[src/rtl/ram_bist_pkg.sv]
// Shared types and default sizes for the March-test RAM BIST.
package ram_bist_pkg;

    localparam int AW_DEFAULT = 8;
    localparam int DW_DEFAULT = 8;

    // March elements; IDLE and DONE bracket the test.
    typedef enum logic [2:0] {
        IDLE,
        W0,
        R0W1,
        R1W0,
        RFIN,
        DONE
    } state_t;

endpackage

[src/rtl/bist_addr_cnt.sv]
// Up/down RAM address counter with load-to-bottom/top and terminal-count flags.
module bist_addr_cnt
    import ram_bist_pkg::*;
#(
    parameter int AW = AW_DEFAULT
) (
    input  logic          CLK,
    input  logic          RST,
    input  logic          load_lo,
    input  logic          load_hi,
    input  logic          inc,
    input  logic          dec,
    output logic [AW-1:0] addr,
    output logic          at_max,
    output logic          at_min
);

    logic [AW-1:0] cnt_q;
    logic [AW-1:0] cnt_d;

    // Next count: loads win over stepping; holds when no command is given.
    always_comb begin
        cnt_d = cnt_q;
        if (load_lo) begin
            cnt_d = '0;
        end else if (load_hi) begin
            cnt_d = '1;
        end else if (inc) begin
            cnt_d = cnt_q + AW'(1);
        end else if (dec) begin
            cnt_d = cnt_q - AW'(1);
        end
    end

    // Count register with synchronous reset.
    always_ff @(posedge CLK) begin
        // NOTE: state uses non-blocking assignments so every flop samples pre-edge values.
        if (RST) begin
            cnt_q <= '0;
        end else begin
            cnt_q <= cnt_d;
        end
    end

    assign addr   = cnt_q;
    assign at_max = &cnt_q;
    assign at_min = ~|cnt_q;

endmodule

[src/rtl/ram_bist.sv]
// March-test BIST initiator for a single-port synchronous RAM with 1-cycle read latency.
// Elements: W0 (up, write P), R0W1 (up, read P / write ~P), R1W0 (down, read ~P / write P),
// RFIN (down, pipelined read P). The first mismatch ends the test early.
module ram_bist
    import ram_bist_pkg::*;
#(
    parameter int AW = AW_DEFAULT,
    parameter int DW = DW_DEFAULT
) (
    input  logic          CLK,
    input  logic          RST,
    input  logic          Start,
    input  logic [DW-1:0] Pattern,
    output logic          RAM_EN,
    output logic          RAM_WE,
    output logic [AW-1:0] RAM_Addr,
    output logic [DW-1:0] RAM_Din,
    input  logic [DW-1:0] RAM_Dout,
    output logic          Busy,
    output logic          Done,
    output logic          Pass,
    output logic [AW-1:0] FailAddr,
    output logic [DW-1:0] FailData
);

    state_t        state_q, state_d;
    logic          phase_q, phase_d;          // 0: read cycle A, 1: compare/write cycle B
    logic          tail_q, tail_d;            // RFIN compare-only final cycle
    logic          rd_vld_q, rd_vld_d;        // RFIN read issued last cycle
    logic [AW-1:0] rd_addr_q, rd_addr_d;      // address of that RFIN read
    logic [DW-1:0] pat_q, pat_d;
    logic          pass_q, pass_d;
    logic [AW-1:0] fail_addr_q, fail_addr_d;
    logic [DW-1:0] fail_data_q, fail_data_d;

    logic          cnt_load_lo, cnt_load_hi, cnt_inc, cnt_dec;
    logic [AW-1:0] addr;
    logic          at_max, at_min;

    logic          cmp_en;
    logic [DW-1:0] exp_word;
    logic [AW-1:0] cmp_addr;
    logic          mismatch;
    logic          ram_en, ram_we;
    logic [DW-1:0] ram_din;

    bist_addr_cnt #(.AW(AW)) u_addr_cnt (
        .CLK     (CLK),
        .RST     (RST),
        .load_lo (cnt_load_lo),
        .load_hi (cnt_load_hi),
        .inc     (cnt_inc),
        .dec     (cnt_dec),
        .addr    (addr),
        .at_max  (at_max),
        .at_min  (at_min)
    );

    // Read-data comparison: which word is expected this cycle and whether it matches.
    always_comb begin
        cmp_en   = 1'b0;
        exp_word = pat_q;
        cmp_addr = addr;
        unique case (state_q)
            R0W1: begin
                cmp_en   = phase_q;
                exp_word = pat_q;
            end
            R1W0: begin
                cmp_en   = phase_q;
                exp_word = ~pat_q;
            end
            RFIN: begin
                cmp_en   = rd_vld_q;
                exp_word = pat_q;
                cmp_addr = rd_addr_q;
            end
            default: ;
        endcase
        mismatch = cmp_en && (RAM_Dout != exp_word);
    end

    // March sequencing: next state, counter commands, RAM strobes and result capture.
    always_comb begin
        // NOTE: every output of this block gets a default first so no latch is inferred.
        state_d     = state_q;
        phase_d     = phase_q;
        tail_d      = 1'b0;
        rd_vld_d    = 1'b0;
        rd_addr_d   = rd_addr_q;
        pat_d       = pat_q;
        pass_d      = pass_q;
        fail_addr_d = fail_addr_q;
        fail_data_d = fail_data_q;
        cnt_load_lo = 1'b0;
        cnt_load_hi = 1'b0;
        cnt_inc     = 1'b0;
        cnt_dec     = 1'b0;
        ram_en      = 1'b0;
        ram_we      = 1'b0;
        ram_din     = '0;

        if (mismatch) begin
            // First mismatch: record it, issue nothing this cycle, finish.
            fail_addr_d = cmp_addr;
            fail_data_d = RAM_Dout;
            pass_d      = 1'b0;
            phase_d     = 1'b0;
            state_d     = DONE;
        end else begin
            unique case (state_q)
                IDLE: begin
                    if (Start) begin
                        pat_d       = Pattern;
                        pass_d      = 1'b0;
                        fail_addr_d = '0;
                        fail_data_d = '0;
                        phase_d     = 1'b0;
                        cnt_load_lo = 1'b1;
                        state_d     = W0;
                    end
                end
                W0: begin
                    ram_en  = 1'b1;
                    ram_we  = 1'b1;
                    ram_din = pat_q;
                    if (at_max) begin
                        cnt_load_lo = 1'b1;
                        state_d     = R0W1;
                    end else begin
                        cnt_inc = 1'b1;
                    end
                end
                R0W1: begin
                    ram_en = 1'b1;
                    if (!phase_q) begin
                        phase_d = 1'b1;
                    end else begin
                        phase_d = 1'b0;
                        ram_we  = 1'b1;
                        ram_din = ~pat_q;
                        if (at_max) begin
                            cnt_load_hi = 1'b1;
                            state_d     = R1W0;
                        end else begin
                            cnt_inc = 1'b1;
                        end
                    end
                end
                R1W0: begin
                    ram_en = 1'b1;
                    if (!phase_q) begin
                        phase_d = 1'b1;
                    end else begin
                        phase_d = 1'b0;
                        ram_we  = 1'b1;
                        ram_din = pat_q;
                        if (at_min) begin
                            cnt_load_hi = 1'b1;
                            state_d     = RFIN;
                        end else begin
                            cnt_dec = 1'b1;
                        end
                    end
                end
                RFIN: begin
                    if (tail_q) begin
                        pass_d  = 1'b1;
                        state_d = DONE;
                    end else begin
                        ram_en    = 1'b1;
                        rd_vld_d  = 1'b1;
                        rd_addr_d = addr;
                        if (at_min) begin
                            tail_d = 1'b1;
                        end else begin
                            cnt_dec = 1'b1;
                        end
                    end
                end
                DONE: begin
                    state_d = IDLE;
                end
                default: begin
                    state_d = IDLE;
                end
            endcase
        end
    end

    // State and result registers; reset wins over any in-progress test.
    always_ff @(posedge CLK) begin
        if (RST) begin
            state_q     <= IDLE;
            phase_q     <= 1'b0;
            tail_q      <= 1'b0;
            rd_vld_q    <= 1'b0;
            rd_addr_q   <= '0;
            pat_q       <= '0;
            pass_q      <= 1'b0;
            fail_addr_q <= '0;
            fail_data_q <= '0;
        end else begin
            state_q     <= state_d;
            phase_q     <= phase_d;
            tail_q      <= tail_d;
            rd_vld_q    <= rd_vld_d;
            rd_addr_q   <= rd_addr_d;
            pat_q       <= pat_d;
            pass_q      <= pass_d;
            fail_addr_q <= fail_addr_d;
            fail_data_q <= fail_data_d;
        end
    end

    assign RAM_EN   = ram_en;
    assign RAM_WE   = ram_we;
    assign RAM_Addr = ram_en ? addr : '0;
    assign RAM_Din  = ram_din;
    assign Busy     = (state_q != IDLE) && (state_q != DONE);
    assign Done     = (state_q == DONE);
    assign Pass     = pass_q;
    assign FailAddr = fail_addr_q;
    assign FailData = fail_data_q;

endmodule

[config.mk]
export PLATFORM = sky130hd
export DESIGN_NAME = ram_bist
export DESIGN_NICKNAME = d
export VERILOG_FILES = /design/src/rtl/ram_bist_pkg.sv /design/src/rtl/bist_addr_cnt.sv /design/src/rtl/ram_bist.sv
export SDC_FILE = /design/constraint.sdc
export NUM_CORES = 1
export LEC_CHECK = 0
export CAP_MARGIN = 20
export CORE_MARGIN = 2
export CORE_UTILIZATION = 25
export CTS_CLUSTER_SIZE = 28
export DETAILED_ROUTE_END_ITERATION = 16
export GPL_ROUTABILITY_DRIVEN = 0
export SLEW_MARGIN = 20
export SYNTH_ARGS = -nofsm -noshare
export SYNTH_HDL_FRONTEND = slang
export SYNTH_SLANG_ARGS = --single-unit
[constraint.sdc]
create_clock -name CLK -period 3.76 [get_ports CLK]
set_input_delay 0.564 -clock CLK [delete_from_list [all_inputs] [get_ports CLK]]
set_output_delay 0.564 -clock CLK [all_outputs]
set_load 0.01 [all_outputs]
; Word-level counts from Yosys, hierarchy flattened
; Cells that the tools add are included.
[op_classes]
n_mux = 53
bitwise_logic = 4
addsub = 2
n_eq_ne = 21
n_reduce_logical = 24
[op_table]
columns = operator, count
row1 = $mux W8, 13
row2 = $mux W3, 8
row3 = $ne A3 B3 Y1 const B, 8
row4 = $pmux W8 S3, 1
row5 = $mux W1, 21
row6 = $pmux W1 S2, 9
row7 = $pmux W3 S5, 1
row8 = $ne A2 B2 Y1 const B, 7
row9 = $reduce_and A7 Y1, 2
row10 = $reduce_and A3 Y1, 3
row11 = $add A8 B1 Y8 const B, 1
row12 = $ne A8 B8 Y1, 1
row13 = $not A8 Y8, 1
row14 = $reduce_and A8 Y1, 1
row15 = $reduce_bool A2 Y1, 4
row16 = $reduce_or A8 Y1, 1
row17 = $sub A8 B1 Y8 const B, 1
row18 = $eq A3 B2 Y1 const B, 2
row19 = $eq A3 B3 Y1 const B, 2
row20 = $reduce_bool A3 Y1, 2
row21 = $reduce_or A2 Y1, 3
row22 = $reduce_or A3 Y1, 2
row23 = $reduce_and A2 Y1, 2
row24 = $reduce_or A4 Y1, 1
row25 = 4 further kinds, 7
[word_totals]
reg_bits = 47
out_inout_bits = 37
inputBits = 19
word_cells = 115

; Longest topological paths before layout
[logic_depth]
ltp_word = 8
depth_mapped = 12
ltp_nobuf = 11

; Cells and area by module
; Synthesis repeated with hierarchy kept, for this count alone.
[hier_totals]
cells_unflattened = 360
area_unflattened_um2 = 2872.8
[by_module_without_submodules]
columns = mod, cells_per_inst, area_per_inst_um2, n_inst, seq_area_each_um2
row1 = ram_bist, 284, 2253.4, 1, 780.7
row2 = bist_addr_cnt, 76, 619.3, 1, 160.2

; Least setup slack after synthesis
; OpenSTA, ideal clock, no wires.
[synth_path]
kind = input to register
start = in RAM_Dout[4]
end = reg u_addr_cnt.cnt_q[7], in the netlist u_addr_cnt.addr[7]
setup_slack_ns = 0.382
t_arrival_ns = 3.292
path_buffers = 0
setup_time_ns = 0.086
stages = 11
path_cell_list = xnor2_1 > and4_1 > a211oi_4 > or3_1 > ha_1 > a21oi_1 > o2111ai_1 > a2111o_1 > a211oi_2 > nor3_1 > a211oi_1
[synth_via]
elab_chain_len = 5
[synth_lines]
columns = element, line_no
row1 = from (decl), ram_bist.sv:18  ; input logic [DW-1:0] RAM_Dout,
row2 = $ne A8 B8 Y1 *, ram_bist.sv:80  ; mismatch = cmp_en && (RAM_Dout != exp_word);
row3 = $logic_and A1 B1 Y1 *, ram_bist.sv:80
row4 = $mux W1, ram_bist.sv:103  ; if (mismatch) begin
row5 = $mux W8, bist_addr_cnt.sv:28  ; end else if (inc) begin
row6 = $mux W8, bist_addr_cnt.sv:26  ; end else if (load_hi) begin
row7 = to (signal assigned), bist_addr_cnt.sv:41  ; cnt_q <= cnt_d;
row8 = to (decl), bist_addr_cnt.sv:18  ; logic [AW-1:0] cnt_q;
; Mark *: on every way between the ends. The rest lies on a longest branch, timed or not.
; A chain may end at the register's enable or synchronous reset.

; Final worst setup path
[layout_path]
start = in RAM_Dout[6]
end = out RAM_WE
[layout_via]
elab_chain_len = 3
[layout_lines]
columns = element, line_no
row1 = $ne A8 B8 Y1, ram_bist.sv:80
row2 = $logic_and A1 B1 Y1, ram_bist.sv:80
row3 = $mux W1, ram_bist.sv:103
row4 = to (decl), ram_bist.sv:15  ; output logic RAM_WE,
; Every way passes these cells.

==> results <==
- The run finished with clean final reports.
- TritonCTS built the clock tree.
- The yosys synthesis warning count is 0.
- In this run the core area contains 38 standard-cell rows.
- The classification of the worst setup path is in -> out.
- The average wire length per cell after detail routing is roughly 15 um.
- The final worst slack is around 0.13 ns.
- The slew of the pin with the lowest slew margin is ~0.9 ns.
- The H-tree was split into 2 levels.
- Counting flops with a built-in enable in the synthesized netlist gives 0.
- On the final layout, the worst clock skew is ~0.0073 ns.
- The layout overhead on the synthesized area is 34.8%.
- For this run, the leading register cell type out of synthesis is sky130_fd_sc_hd__dfxtp_1.
- Across all layers, the routed design uses 2671 vias.
- Before antenna repair, the detailed router went through 4 iterations.
- In this run, placement finished with an instance count of roughly 540.
- The half-perimeter wire length of the detailed placement result is between 5000 and 6000 um.
- The top-level port count is between 50 and 60.
- The number of antenna diodes in the final layout is 0.
- In this run the horizontal extent of the chip is 109 um.
- The number of antenna violations at the first check in global routing is 0.
- The most area-hungry cell type in the Yosys netlist is sky130_fd_sc_hd__dfxtp_1.
- The clock transition time at the flip-flop clock pins of the worst setup and hold paths is around 0.090 ns.
- Dividing the synthesized area by the synthesized cell count gives about 8.2 sq um.
- After layout, the worst path uses just under 100% of the clock period.
- The area of the die is 0.0120 sq mm.
- The count of maximum capacitance violations is 0.
- Counting the buffers created by CTS gives 5.
- Buffers added to address setup during post-CTS repair amount to 0.
- For this design the ratio of total power to cell area is slightly above 300 mW/mm^2.
- CTS saw 47 sinks.
- Along the worst path, the maximum fanout reaches 10.
- The count of input and output buffers is 55.
- The first global-routing pass estimated between 10000 and 15000 um of wire.
- The hold slack is between 0.4 and 0.5 ns.
- In the post-synthesis netlist, the biggest area contributors are sky130_fd_sc_hd__dfxtp_1 34%, sky130_fd_sc_hd__a21oi_1 7.4%, sky130_fd_sc_hd__nand2_1 5.4%.
- The cell sitting at the root of the clock tree is a sky130_fd_sc_hd__clkbuf_8.
- The total area inside the core boundary comes to about 0.011 sq mm.
- The violation count after the first detailed-routing iteration is 110.
- The final hold violation count was 0.
- Summed over all layers, the global routing overflow is 0.
- The arrival time of data at the critical path endpoint is roughly 3 ns.
- The highest ir drop seen on vdd is between 0.00015 and 0.0002 V.
- The worst min-delay path class is reg -> reg.
- The maximum number of buffers from clock root to sink is 2.
- From bottom edge to top edge, the die measures ~110 um.
- In this run the static leakage power is between 1 and 1.5 nW.
- The area share of the largest cell type after synthesis is approximately 34%.
- The total nets after synthesis is 367.
- The shortest clock period the worst path allows after layout is 3.63 ns.
- For this configuration, the core starts out at a cell density of between 20 and 30%.
- After technology mapping, the gate count stands at 340.
- The number of global-route vias before repair is 2541.
- The via density per instance is just under 5.
- The critical path required time is about 3.2 ns.
- Summed over all failing endpoints, the final setup total negative slack is 0 ns.
- The maximum clock frequency is between 200 and 300 MHz.
- Setup violations remaining at the end of the flow were counted as 0.
- For this run, asynchronously set or reset flops after synthesis account for 0%.
- The worst slew slack as a fraction of its limit is 38.7%.
- The number of flip-flops and latches in the synthesized netlist is 47.
- Before CTS, the worst setup slack after placement is -0.151 ns.
- The post-layout instance count excluding filler cells is 546.
- Counting distinct cell types in the post-synthesis netlist gives 61.
- The startpoint kind of the worst setup timing path is an input pin.
- The all-layer global routing usage is around an eighth.
- The signal on the critical path passes through clkdlybuf4s50_1, xnor2_2, and4_2, a211oi_4, buf_4, or3_1, buf_4, nor2_1, clkdlybuf4s50_1.
- The number of routed nets with antenna violations is 0.
- The stage delay of the slowest cell on the critical path is roughly 0.55 ns.
- The number of nets in the layout is ~430.
- The max-slew violation count came to 0.
- Ranked by instance count, the synthesized netlist is headed by 47 x sky130_fd_sc_hd__dfxtp_1, 41 x sky130_fd_sc_hd__a21oi_1, 40 x sky130_fd_sc_hd__nand2_1, 34 x sky130_fd_sc_hd__nor2_1, 20 x sky130_fd_sc_hd__nand3_1.
- The pin count of the biggest net entering global routing is 27.
- For this design, the slowest cell found on the critical path is sky130_fd_sc_hd__clkdlybuf4s50_1.
- The routed design has a little under 8000 um of wire.
- STA classifies the critical path endpoint as an output pin.
- The insertion delay to the later sink of the worst-skew pair is between 0.3 and 0.4 ns.
- After synthesis the cells add up to between 0.002 and 0.003 sq mm.
- The cell with the most instances after synthesis is sky130_fd_sc_hd__dfxtp_1.
- The share of layout cells above drive strength 1 is 15.0%.
- The number of DRC violations after detailed routing is 0.
- The sequential element share of the synthesized area is between 30% and 40%.
-- worst max-delay path: cells and delay by family --
kind | cells | cell delay (ns)
AOI/OAI and AO/OA | 1 | 0.07
xor gates and xnor gates | 1 | 0.24
buffers and inverters | 4 | 1.41
and+or+nand+nor | 3 | 0.79
-- path summary, 6_finish.rpt --
| check | start | end | slack, ns | cells past startpoint |
|---|---|---|---|---|
| worst max-delay path | RAM_Dout[6] | RAM_WE | 0.13 | 9 |
| worst min-delay path | FailData[1] | FailData[1] | 0.47 | 2 |
| worst max register to register | state_q[2] | u_addr_cnt.addr[7] | 0.38 | 11 |
| worst min register to register | FailData[1] | FailData[1] | 0.47 | 2 |
-- placed cells by master (no fill, tap or decap), types with 3 or more instances in the layout --
cell,n
sky130_fd_sc_hd__clkdlybuf4s50_1,55
sky130_fd_sc_hd__dfxtp_1,46
sky130_fd_sc_hd__a21oi_1,41
sky130_fd_sc_hd__nand2_1,40
sky130_fd_sc_hd__nor2_1,34
sky130_fd_sc_hd__buf_4,22
sky130_fd_sc_hd__nand3_1,20
sky130_fd_sc_hd__nor3_1,12
sky130_fd_sc_hd__and3_1,9
sky130_fd_sc_hd__o21ai_0,8
sky130_fd_sc_hd__mux2i_1,8
sky130_fd_sc_hd__mux2_2,8
sky130_fd_sc_hd__a211oi_1,7
sky130_fd_sc_hd__ha_1,7
sky130_fd_sc_hd__xnor2_1,6
sky130_fd_sc_hd__clkbuf_8,6
sky130_fd_sc_hd__xnor2_2,5
sky130_fd_sc_hd__nor2b_1,5
sky130_fd_sc_hd__or3_1,4
sky130_fd_sc_hd__inv_1,4
sky130_fd_sc_hd__nand2b_1,4
sky130_fd_sc_hd__and2_1,3
sky130_fd_sc_hd__a211o_1,3
-- metal layers --
layer,wire length [um],global-route usage [%],share of wire [%],vias up
met5,0,0,0,-
met4,59,3.35,0.74,0
met1,3670,17.8,46,1276
met3,304,2.25,3.8,6
met2,3890,22.4,49,49
li1,-,-,-,1340
-- timing repair --
item / in CTS / in global routing
resized for setup: 0 / 7
hold buffers: 0 / 0
endpoints found under the setup margin: 0 / 10
-- power by group --
part	internal (W)	total [W]	switching, W
Sequential	0.000510	0.000534	0.0000238
Combinational	0.000117	0.000233	0.000116
Clock	0.000215	0.000397	0.000182
Total	0.000842	0.00116	0.000321
-- sequential cells by signal, indices dropped and copies added (netlist names) --
| name | cells |
|---|---|
| FailAddr | 8 |
| FailData | 8 |
| Pass | 1 |
| pat_q | 8 |
| phase_q | 1 |
| rd_addr_q | 8 |
| rd_vld_q | 1 |
| state_q | 3 |
| tail_q | 1 |
| u_addr_cnt.addr | 8 |
-- kinds of logic after synthesis --
family / synth area share [%]
compound gates: 18.4
xor+xnor: 3.79
fa+ha+maj: 3.88
buf+inv: 3.52
flops: 33.9
mux: 6.13
simple gates: 30.3
-- cell type report --
cell class | instances | area [sq um]
clock inverter | 2 | 35.0
fill | 1156 | 7100
multi-input combinational | 270 | 1780
inverter | 4 | 15.0
timing repair buffer | 77 | 716
tap | 140 | 175
clock buffer | 6 | 82.6
sequential | 47 | 942
-- through the flow --
| stage | utilization, % | power, W | area, sq um |
|---|---|---|---|
| 6_report | 34.5 | 0.00116 | 3740 |
| 5_1_grt | 34.5 | 0.00121 | 3740 |
| 4_1_cts | 34.1 | 0.00116 | 3700 |
| 3_5_place_dp | 33.1 | 0.000772 | 3580 |
| 3_3_place_gp | 33.1 | 0.000769 | 3580 |
| 2_1_floorplan | - | 0.000675 | 2780 |
No activity file was read; power rests on OpenSTA's default activity.
